**src/rtl/flag_gen.sv**
```systemverilog
// flag_gen: two-stage subtract pipeline producing a - b with zero (z),
// signed-overflow (v) and negative (n) flags, plus the two compare-select
// bits carried alongside the operation.
//
// Optional feature: define FLAG_GEN_OVF_CNT_EN to build an 8-bit saturating
// counter of valid overflowing results on ovf_count. When the macro is
// undefined, ovf_count is tied to zero and no counter logic exists.
//
// Pipeline control: flush beats stall, stall beats normal flow. A flush
// clears only the valid bits; data registers keep their contents. Stage 2
// data (result, flags, select bits) loads only with a valid operation, so
// those outputs hold their last values through bubbles.
module flag_gen #(
  parameter int WIDTH = 32
) (
  input  logic             clk,
  input  logic             reset_n,
  input  logic             in_valid,
  input  logic [WIDTH-1:0] a,
  input  logic [WIDTH-1:0] b,
  input  logic             ALUOp_three_in,
  input  logic             ALUOp_one_in,
  input  logic             stall,
  input  logic             flush,
  output logic             out_valid,
  output logic             z,
  output logic             v,
  output logic             n,
  output logic [WIDTH-1:0] result,
  output logic             ALUOp_three,
  output logic             ALUOp_one,
  output logic [7:0]       ovf_count
);

  // Stage 1 state
  logic             s1_valid_q, s1_valid_d;
  logic [WIDTH-1:0] s1_a_q, s1_a_d;
  logic [WIDTH-1:0] s1_b_q, s1_b_d;
  logic             s1_op3_q, s1_op3_d;
  logic             s1_op1_q, s1_op1_d;

  // Stage 2 state (drives the outputs directly)
  logic             s2_valid_q, s2_valid_d;
  logic [WIDTH-1:0] s2_res_q, s2_res_d;
  logic             s2_z_q, s2_z_d;
  logic             s2_v_q, s2_v_d;
  logic             s2_n_q, s2_n_d;
  logic             s2_op3_q, s2_op3_d;
  logic             s2_op1_q, s2_op1_d;

  // Stage 2 arithmetic on the stage 1 operands
  logic [WIDTH-1:0] diff_s;
  logic             zero_s;
  logic             ovf_s;
  logic             load2_s;

  // Difference and flags computed from the registered operands
  always_comb begin
    diff_s  = s1_a_q - s1_b_q;
    zero_s  = (diff_s == {WIDTH{1'b0}});
    ovf_s   = (s1_a_q[WIDTH-1] ^ s1_b_q[WIDTH-1]) & (diff_s[WIDTH-1] ^ s1_a_q[WIDTH-1]);
    load2_s = ~flush & ~stall & s1_valid_q;
  end

  // Stage 1 next state: flush clears valid, stall holds, otherwise accept
  always_comb begin
    s1_valid_d = s1_valid_q;
    s1_a_d     = s1_a_q;
    s1_b_d     = s1_b_q;
    s1_op3_d   = s1_op3_q;
    s1_op1_d   = s1_op1_q;
    if (flush) begin
      s1_valid_d = 1'b0;
    end else if (stall) begin
      s1_valid_d = s1_valid_q;
    end else begin
      s1_valid_d = in_valid;
      if (in_valid) begin
        s1_a_d   = a;
        s1_b_d   = b;
        s1_op3_d = ALUOp_three_in;
        s1_op1_d = ALUOp_one_in;
      end else begin
        s1_a_d   = s1_a_q;
      end
    end
  end

  // Stage 2 next state: data loads only with a valid stage 1 operation
  always_comb begin
    s2_valid_d = s2_valid_q;
    s2_res_d   = s2_res_q;
    s2_z_d     = s2_z_q;
    s2_v_d     = s2_v_q;
    s2_n_d     = s2_n_q;
    s2_op3_d   = s2_op3_q;
    s2_op1_d   = s2_op1_q;
    if (flush) begin
      s2_valid_d = 1'b0;
    end else if (stall) begin
      s2_valid_d = s2_valid_q;
    end else begin
      s2_valid_d = s1_valid_q;
      if (load2_s) begin
        s2_res_d = diff_s;
        s2_z_d   = zero_s;
        s2_v_d   = ovf_s;
        s2_n_d   = diff_s[WIDTH-1];
        s2_op3_d = s1_op3_q;
        s2_op1_d = s1_op1_q;
      end else begin
        s2_res_d = s2_res_q;
      end
    end
  end

  // Pipeline registers with asynchronous clear
  always_ff @(posedge clk or negedge reset_n) begin
    if (!reset_n) begin
      s1_valid_q <= 1'b0;
      s1_a_q     <= {WIDTH{1'b0}};
      s1_b_q     <= {WIDTH{1'b0}};
      s1_op3_q   <= 1'b0;
      s1_op1_q   <= 1'b0;
      s2_valid_q <= 1'b0;
      s2_res_q   <= {WIDTH{1'b0}};
      s2_z_q     <= 1'b0;
      s2_v_q     <= 1'b0;
      s2_n_q     <= 1'b0;
      s2_op3_q   <= 1'b0;
      s2_op1_q   <= 1'b0;
    end else begin
      s1_valid_q <= s1_valid_d;
      s1_a_q     <= s1_a_d;
      s1_b_q     <= s1_b_d;
      s1_op3_q   <= s1_op3_d;
      s1_op1_q   <= s1_op1_d;
      s2_valid_q <= s2_valid_d;
      s2_res_q   <= s2_res_d;
      s2_z_q     <= s2_z_d;
      s2_v_q     <= s2_v_d;
      s2_n_q     <= s2_n_d;
      s2_op3_q   <= s2_op3_d;
      s2_op1_q   <= s2_op1_d;
    end
  end

  assign out_valid   = s2_valid_q;
  assign result      = s2_res_q;
  assign z           = s2_z_q;
  assign v           = s2_v_q;
  assign n           = s2_n_q;
  assign ALUOp_three = s2_op3_q;
  assign ALUOp_one   = s2_op1_q;

`ifdef FLAG_GEN_OVF_CNT_EN
  logic [7:0] ovf_cnt_q, ovf_cnt_d;

  // Saturating count of overflowing operations entering stage 2
  always_comb begin
    ovf_cnt_d = ovf_cnt_q;
    if (load2_s && ovf_s && (ovf_cnt_q != 8'd255)) begin
      ovf_cnt_d = ovf_cnt_q + 8'd1;
    end else begin
      ovf_cnt_d = ovf_cnt_q;
    end
  end

  // Overflow counter register; only reset clears it
  always_ff @(posedge clk or negedge reset_n) begin
    if (!reset_n) begin
      ovf_cnt_q <= 8'd0;
    end else begin
      ovf_cnt_q <= ovf_cnt_d;
    end
  end

  assign ovf_count = ovf_cnt_q;
`else
  assign ovf_count = 8'd0;
`endif

endmodule

```
**config.mk**
```make
export PLATFORM = sky130hd
export DESIGN_NAME = flag_gen
export DESIGN_NICKNAME = d
export VERILOG_FILES = /design/src/rtl/flag_gen.sv
export SDC_FILE = /design/constraint.sdc
export NUM_CORES = 1
export LEC_CHECK = 0
export CAP_MARGIN = 15
export CORE_UTILIZATION = 53
export CTS_BUF_LIST = sky130_fd_sc_hd__clkbuf_4 sky130_fd_sc_hd__clkbuf_8 sky130_fd_sc_hd__clkbuf_16
export CTS_CLUSTER_DIAMETER = 150
export DETAILED_ROUTE_END_ITERATION = 6
export GPL_TIMING_DRIVEN = 0
export PLACE_DENSITY = 0.81
export SLEW_MARGIN = 30
export SYNTH_ARGS = -nofsm -noshare
export SYNTH_HDL_FRONTEND = slang
export SYNTH_SLANG_ARGS = --single-unit
```
**constraint.sdc**
```tcl
create_clock -name clk -period 4.1 [get_ports clk]
set_input_delay 0.41 -clock clk [delete_from_list [all_inputs] [get_ports clk]]
set_output_delay 0.41 -clock clk [all_outputs]
set_load 0.005 [all_outputs]
```
Word level (Yosys, flattened, before mapping)
Cells that the tools add are included.

Add/sub/neg operators: 1. Equal/unequal tests: 1. Muxes and demuxes: 4. Bitwise gates (word level): 7. Reduce and logical (&&, ||, !) cells: 3.

Operators with widths (count): 32-bit zero test (1); 32-bit subtractor (1); 3-bit AND reduction (2); 1-bit two-way mux (4); 1-bit AND (3); 2-bit by 1-bit inequality test with 1-bit output, second input constant (1); 1-bit inverter (2); 1-bit bitwise XOR (2).

Flip-flop bits (word level): 105. Input bits: 71. Output and inout port bits: 46.

Longest topological paths before layout
Gate-level depths: netlist (run 1).

Depth after elaboration: 4. Mapped depth: 12.

Worst setup path after synthesis (run 1)
OpenSTA, ideal clock, no wires.

Path type: register -> register. Start: reg s1_a_q[7]. End: reg s2_z_q, in the netlist z. Arrival time: 2.785 ns. Required time: 4.024 ns. Path slack: 1.239 ns. Cell stages (with the launch flop): 11. Buffers on the path: 0. Period minus slack after synthesis: 2.861 ns. Cell sequence: dfrtp_1 -> ha_1 -> a21o_1 -> or3_4 -> o2111a_2 -> o31ai_4 -> a211oi_1 -> or4_4 -> a2111oi_2 -> nand4_1 -> o21ai_1.

Word-level cells in the longest chain between the ends: 2.

Ends and longest elaborated chain: start: declaration (RTL line 37) `logic [WIDTH-1:0] s1_a_q, s1_a_d;`; start signal: assignment (RTL line 121) `s1_a_q <= {WIDTH{1'b0}};`; 32-bit subtractor (RTL line 59) `diff_s = s1_a_q - s1_b_q;`; 32-bit zero test (RTL line 60) `zero_s = (diff_s == {WIDTH{1'b0}});`; end signal: assignment (RTL line 140) `s2_z_q <= s2_z_d;`; end: declaration (RTL line 45) `logic s2_z_q, s2_z_d;`.

Every way passes these cells. A chain may end at the register's enable or synchronous reset.

Worst setup path after layout (run 1)
Start: reg s1_a_q[0]. End: reg s2_z_q, in the netlist z.

The elaborated chain is that of the path after synthesis.

==> key figures, run 1 <==
CTS
  • Post-CTS Setup Inserts: 0
  • Max Buffers Root-to-Sink: 2
  • CTS buffer count: 9
  • Root Buffer: clkbuf_16
  • CTS Sinks: 104
  • TritonCTS clock tree: done
  • Clock Latency Late Sink: 0.36 ns
  • CTS H-tree lvls: 3
  • CTS clk-pin slew, worst paths: 0.07 ns

Placement
  • Count of port buffers added during placement: ~110
  • Routability Congestion: 0.876
  • Post-DP HPWL: 12800 um

Power and ir drop
  • Clock Power Share: around a fifth
  • Seq pwr share: about a third
  • PwrDens: approximately 570 nW/um^2
  • Pint: 0.00280 W
  • Peak VDD IR: roughly 0.32 mV
  • Psw: 0.00171 W
  • Comb power frac: 48.7%
  • Leakage power: ~3.4 nW
  • Sw Share: 37.9%

Run status
  • Outcome: finished with violations
  • Failing checks: design-rule violations

Drt
  • Drt via density: 5.85
  • Mean routed wirelength per cell: about 17 um
  • Post-Route WL: roughly 17000 um
  • Via count: 5552
  • Final ANT Viol Nets: 0
  • Drt pass-1 iters: 7
  • DRC viols: 24
  • DR iter-0 viols: 318

Timing
  • Final hold vios: 0
  • RSZ-0062 raised after global routing: no
  • Setup Skew: 0.00646 ns
  • Setup TNS: 0 ns
  • Worst-margin pin slew: 0.766 ns
  • Crit share post-route: 80.1%
  • FMAX: 305 MHz
  • Crit path time final: between 3 and 4 ns
  • Slew margin rel.: 48.2%
  • Worst hold slack: 0.487 ns
  • Final Slew Violations: 0
  • Final setup violation count: 0

Floorplan
  • Row count: 39
  • Initial core utilization: 54.6%
  • Core ar.: ~12000 sq um
  • Ports: 117
  • Area of the die: roughly 12000 sq um
  • Die span in y: 111 um
  • Die Wd: 111 um

Worst hold path
  • Hold Crit Depth: 2
  • Hold path start: result[12]
  • Hold/Removal Path Class: reg2reg
  • WHS Endpoint: result[12]

Global route
  • Global-route wire length before repair: 27700 um
  • Global route overflow: 0
  • Initial antenna violation count: 0
  • Gr usage total: 28.6%
  • Pin count of the biggest net entering global routing: 64
  • Vias in the first global route: 5563

Logic synthesis
  • Synth Area in Compound Gates: 20.4%
  • Yosys warnings: 0
  • Multiplexer share of the synthesized area: 8.53%
  • Largest family of logic cells by synthesized area: compound AO/OA/AOI/OAI gates
  • Synth top area cells: dfrtp_1 (41%), mux2_2 (7.9%), ha_1 (6.2%), o21ai_0 (5.4%), nand2_1 (5.2%)
  • #FFs+latches synth: 104
  • Seq/Total Area, Yosys: 41.4%
  • Simple-gate share of the synthesized area: 16.4%
  • Area leader, netlist: dfrtp_1
  • Synth cell count leaders: dfrtp_1 (104), nand2_1 (87), o21ai_0 (68)
  • Cell count after synthesis: approximately 670
  • Adder-cell share of the synthesized area: 6.48%
  • Synth cell types: 73
  • Number of synthesized flops with an enable pin: 0
  • Asr flop ratio synth: 100%
  • Syn avg cell area: 9.33 sq um
  • Synth top area share: 41.4%
  • Leading register cell type out of synthesis: dfrtp_1
  • Mapped cell area: around 6300 sq um
  • Count leader, synth: dfrtp_1
  • Post-Synth XOR/XNOR Area: 1.53%

Critical path
  • Worst Path Arrival: 3.56 ns
  • R2r worst-path depth: 12
  • CP bufs+invs: 1
  • CP Data Required Time: roughly 4.4 ns
  • RR Startpoint: s1_a_q[0]
  • Crit-path leading delay family: compound AO/OA/AOI/OAI gates
  • Critical path class: reg2reg
  • CP cell instances: inv_1 -> ha_1 -> fa_1 -> nand2b_1 -> a21oi_2 -> o2111a_2 -> nor2_1 -> o311ai_0 -> o2111ai_1 -> nor4b_4 -> nand4_1 -> o21ai_1
  • Worst R2R Setup Slack: 0.82 ns
  • Slowest CP cell: o311ai_0
  • Worst-path fanout max: 4
  • CP startpoint kind: register
  • Reg-to-reg endpoint: z
  • Crit end category: register
  • CP max stage delay: 0.53 ns

Finish
  • Final layout net count: 906
  • Layout area overhead: 25.6%
  • Share of cells above drive strength 1: 10.9%
  • Antenna Cells: 0

Run
  • Max Cap Viol: 0
[placed cells by master (no fill, tap or decap), types with 7 or more instances in the layout]
master	Yosys	final
o31ai_1	7	7
nor3_1	11	11
or3_1	7	7
nand2_1	87	87
and3_1	8	8
a21o_1	9	9
xor2_1	7	7
mux2_2	44	44
o211ai_1	7	7
o2111ai_1	7	7
buf_4	9	9
dfrtp_1	104	104
o21ai_0	68	68
nand4_1	11	11
a21boi_0	7	7
a21oi_1	36	36
clkdlybuf4s50_1	0	107
clkbuf_16	0	9
ha_1	31	31
and2_1	7	7
conb_1	1	8
inv_1	39	39
nand3_1	11	11
nor2_1	31	31
clkbuf_1	29	29
[worst max path at each step]
stage	depth (start not counted)	slack [ns]	end	from
global placement	1	-1.03	s1_b_q[4]	reset_n
finish	12	0.82	z	s1_a_q[0]
global route	11	0.54	z	s1_a_q[11]
detailed placement	8	0.68	s1_b_q[30]	stall
CTS	12	0.80	z	s1_a_q[0]
floorplan	10	1.24	z	s1_a_q[7]
[per-stage QoR]
stage          total power, W  setup WS (ns)  util, %  instances  instance area (sq um)
2_1_floorplan         0.00280           1.24        -        681                   6320
3_3_place_gp          0.00360          -1.03     65.8        932                   7580
3_5_place_dp          0.00366          0.675     66.1        934                   7610
4_1_cts               0.00452          0.796     68.6        949                   7900
5_1_grt               0.00483          0.538     68.6        949                   7900
6_report              0.00452          0.817     68.6        949                   7900
[per-layer routing]
metal	up-vias	wire [um]	track usage (%)	part of all wire, %
li1	2673	-	-	-
met5	-	0	0	0
met2	176	8090	48.6	49
met3	26	873	5.63	5.3
met1	2677	7160	36.2	43
met4	0	432	9.86	2.6
[kinds of logic (layout without fill, tap and decap cells)]
logic type,count (synthesis),after routing
DFF,104,104
other,1,8
muxes,48,48
xor gates and xnor gates,11,11
AOI/OAI and AO/OA,195,195
adders and majority gates,32,32
and+or+nand+nor,205,205
buffers and inverters,78,203
[layout make-up]
class                      instances  area [sq um]
fill                             935          3620
sequential                       104          2600
clock buffer                      10           233
inverter                          39           146
clock inverter                     4          47.5
timing repair buffer             111          1120
tap                              143           179
multi-input combinational        499          3380
buffer                            39           188
[tightest hold or removal path, cell delays in order, from the launching register on]
cell and delay, ns:
dfrtp_1 0.34, nand2_1 0.05, o21ai_0 0.06
[power groups by stage]
stage / clock, W / combinational (W) / sequential [W]
final: 0.000842 / 0.00220 / 0.00147
after global routing: 0.000900 / 0.00243 / 0.00150
after CTS: 0.000857 / 0.00219 / 0.00147
after detailed placement: 0 / 0.00218 / 0.00149
after global placement: 0 / 0.00212 / 0.00148
after floorplan: 0 / 0.00135 / 0.00145
[timing repair]
item | in CTS | in global routing
endpoints found under the hold margin | 41 | 0
hold buffers | 1 | 0
resized for setup | 0 | 0
(Power assumes the default switching activity.)
==> run 2, diff against run 1 <==
clock period = 3.2 ns   (was 4.1 ns; I/O delays follow)
==> key figures, run 2 (synthesis gave the netlist of run 1 again) <==
Finish
  • Most common cell after layout, fill and taps aside: clkdlybuf4s50_1
  • Utilization after layout: 69.8% (+1.2 points)
  • Fill cell count: 920 (-1.6%)
  • Final instance area: 8040 sq um (+1.7%)
  • Final layout net count: 907 (+0.11%)
  • Antenna Cells: 0 (unchanged)
  • Share of cells above drive strength 1: 13.4% (+2.5 points)
  • Commonest cells after routing, fill and taps aside: clkdlybuf4s50_1 (107), dfrtp_1 (104), nand2_1 (87)
  • Layout area overhead: 27.8%

Drt
  • DR iter-0 viols: 325 (+2.2%)
  • DRC viols: 23 (-4.2%)
  • Mean routed wirelength per cell: 17.7 um (+1.6%)
  • Post-Route WL: 16800 um (+1.7%)
  • Final ANT Viol Nets: 0 (unchanged)
  • Drt via density: 5.85 (about the same)
  • Drt pass-1 iters: 7 (unchanged)
  • Via count: 5554 (+0.036%)

Floorplan
  • Row count: 39 (unchanged)
  • Ports: 117 (unchanged)
  • Die span in y: 111 um (unchanged)
  • Die Wd: 111 um (unchanged)
  • Area of the die: 12300 sq um (unchanged)
  • Initial core utilization: 54.6% (unchanged)
  • Core ar.: 11500 sq um (unchanged)

CTS
  • CTS buffer count: 9 (unchanged)
  • Max Buffers Root-to-Sink: 2 (unchanged)
  • CTS clk-pin slew, worst paths: 0.07 ns (about the same)
  • Clock Latency Late Sink: 0.35 ns (about the same)
  • TritonCTS clock tree: done
  • Root Buffer: clkbuf_16
  • CTS H-tree lvls: 3 (unchanged)
  • CTS Sinks: 104 (unchanged)

Critical path
  • CP max stage delay: 0.47 ns (-0.06 ns)
  • CP startpoint kind: register
  • Critical path class: reg2reg
  • CP cell instances: ha_4 -> a21o_1 -> or3_4 -> o2111a_2 -> o31ai_4 -> a211oi_2 -> or4_4 -> a2111oi_4 -> nand4_1 -> o21ai_1
  • CP bufs+invs: 0 (-1)
  • Crit-path leading delay family: compound AO/OA/AOI/OAI gates
  • CP Data Required Time: 3.48 ns (-0.90 ns)
  • Crit end category: register
  • Worst-path fanout max: 7 (+3)
  • Worst Path Arrival: 3.48 ns (-0.08 ns)
  • Slowest CP cell: or4_4

Timing
  • Final setup violation count: 0 (unchanged)
  • Crit path time final: 3.20 ns (-0.0856 ns)
  • Worst-margin pin slew: 0.737 ns (-0.0285 ns)
  • Final hold vios: 0 (unchanged)
  • Setup TNS: 0 ns (unchanged)
  • Final Slew Violations: 0 (unchanged)
  • Post-route setup slack: 0.00304 ns (-0.814 ns)
  • RSZ-0062 raised after global routing: yes
  • FMAX: 313 MHz (+2.7%)
  • Setup Skew: 0.00636 ns (-0.0000951 ns)
  • Crit share post-route: 99.9% (+20 points)
  • Worst hold slack: 0.438 ns (-0.0489 ns)
  • Slew margin rel.: 50.9% (+2.7 points)

Power and ir drop
  • Pint: 0.00364 W (+30%)
  • Seq pwr share: 31.9% (-0.7 points)
  • Psw: 0.00227 W (+33%)
  • Peak VDD IR: 0.418 mV (+29%)
  • Comb power frac: 49.9% (+1.2 points)
  • Sw Share: 38.4% (+0.50 points)
  • Clock Power Share: 18.2% (-0.4 points)
  • Leakage power: 3.46 nW (+0.66%)
  • PwrDens: 736 nW/um^2 (+29%)

Placement
  • Count of port buffers added during placement: 108 (unchanged)
  • Place WS: -0.135 ns (-0.810 ns)
  • Routability Congestion: 0.876 (unchanged)
  • Post-DP HPWL: 12800 um (unchanged)
  • Area after DPL: 7610 sq um (unchanged)

Run status
  • Outcome: finished with violations
  • Failing checks: design-rule violations

Run
  • Max Cap Viol: 0 (unchanged)

Worst hold path
  • Hold/Removal Path Class: in2async

Global route
  • Pin count of the biggest net entering global routing: 64 (unchanged)
  • Vias in the first global route: 5580 (+0.31%)
  • Global route overflow: 0 (unchanged)
  • Gr usage total: 28.7% (+0.096 points)
  • Global-route wire length before repair: 27800 um (+0.22%)
  • Initial antenna violation count: 0 (unchanged)
==> run 2: power by group through the flow <==
stage	sequential, W	combinational (W)	clock, W
global placement	0.00190	0.00272	0
floorplan	0.00186	0.00173	0
global route	0.00193	0.00324	0.00115
CTS	0.00188	0.00283	0.00110
finish	0.00189	0.00295	0.00108
detailed placement	0.00191	0.00279	0
==> run 2: through the flow <==
| step | total power (W) | cells |
|---|---|---|
| global route | 0.00631 | 950 |
| floorplan | 0.00359 | 681 |
| global placement | 0.00461 | 932 |
| finish | 0.00592 | 950 |
| CTS | 0.00581 | 949 |
| detailed placement | 0.00469 | 934 |
==> run 2: metal layers <==
layer / wire (um) / global-route usage [%] / vias to the layer above
met4: 422 / 10.2 / 0
met1: 7290 / 36.2 / 2699
met2: 8340 / 49.0 / 148
met3: 785 / 5.52 / 24
met5: 0 / 0 / -
li1: - / - / 2683
==> run 2: area by class of cell <==
cell class / instances / area, sq um / area share [%]
Multi-Input combinational cell: 499 / 3500 / 43.6
Sequential cell: 104 / 2600 / 32.4
Timing Repair Buffer: 114 / 1150 / 14.3
Clock buffer: 10 / 233 / 2.90
Buffer: 37 / 180 / 2.24
Tap cell: 143 / 179 / 2.23
Inverter: 39 / 146 / 1.82
Clock inverter: 4 / 47.5 / 0.592
==> run 2: what timing repair did <==
| item | CTS | global route |
|---|---|---|
| setup buffers | 0 | 3 |
| gates resized for setup | 8 | 19 |
| pin swaps | 0 | 10 |
| hold buffers | 1 | 0 |
| setup endpoints to repair | 1 | 2 |
| endpoints found under the hold margin | 41 | 0 |
==> run 2: final timing paths <==
path,startpoint,to,slack (ns),cells after the start
max in group asynchronous,reset_n,result[8],2.11,3
worst max-delay path,s1_a_q[7],z,0.003,10
worst max register to register,s1_a_q[7],z,0.003,10
min in group clk,result[17],result[17],0.49,2
worst min register to register,result[17],result[17],0.49,2
worst min-delay path,reset_n,s1_op3_q,0.44,2
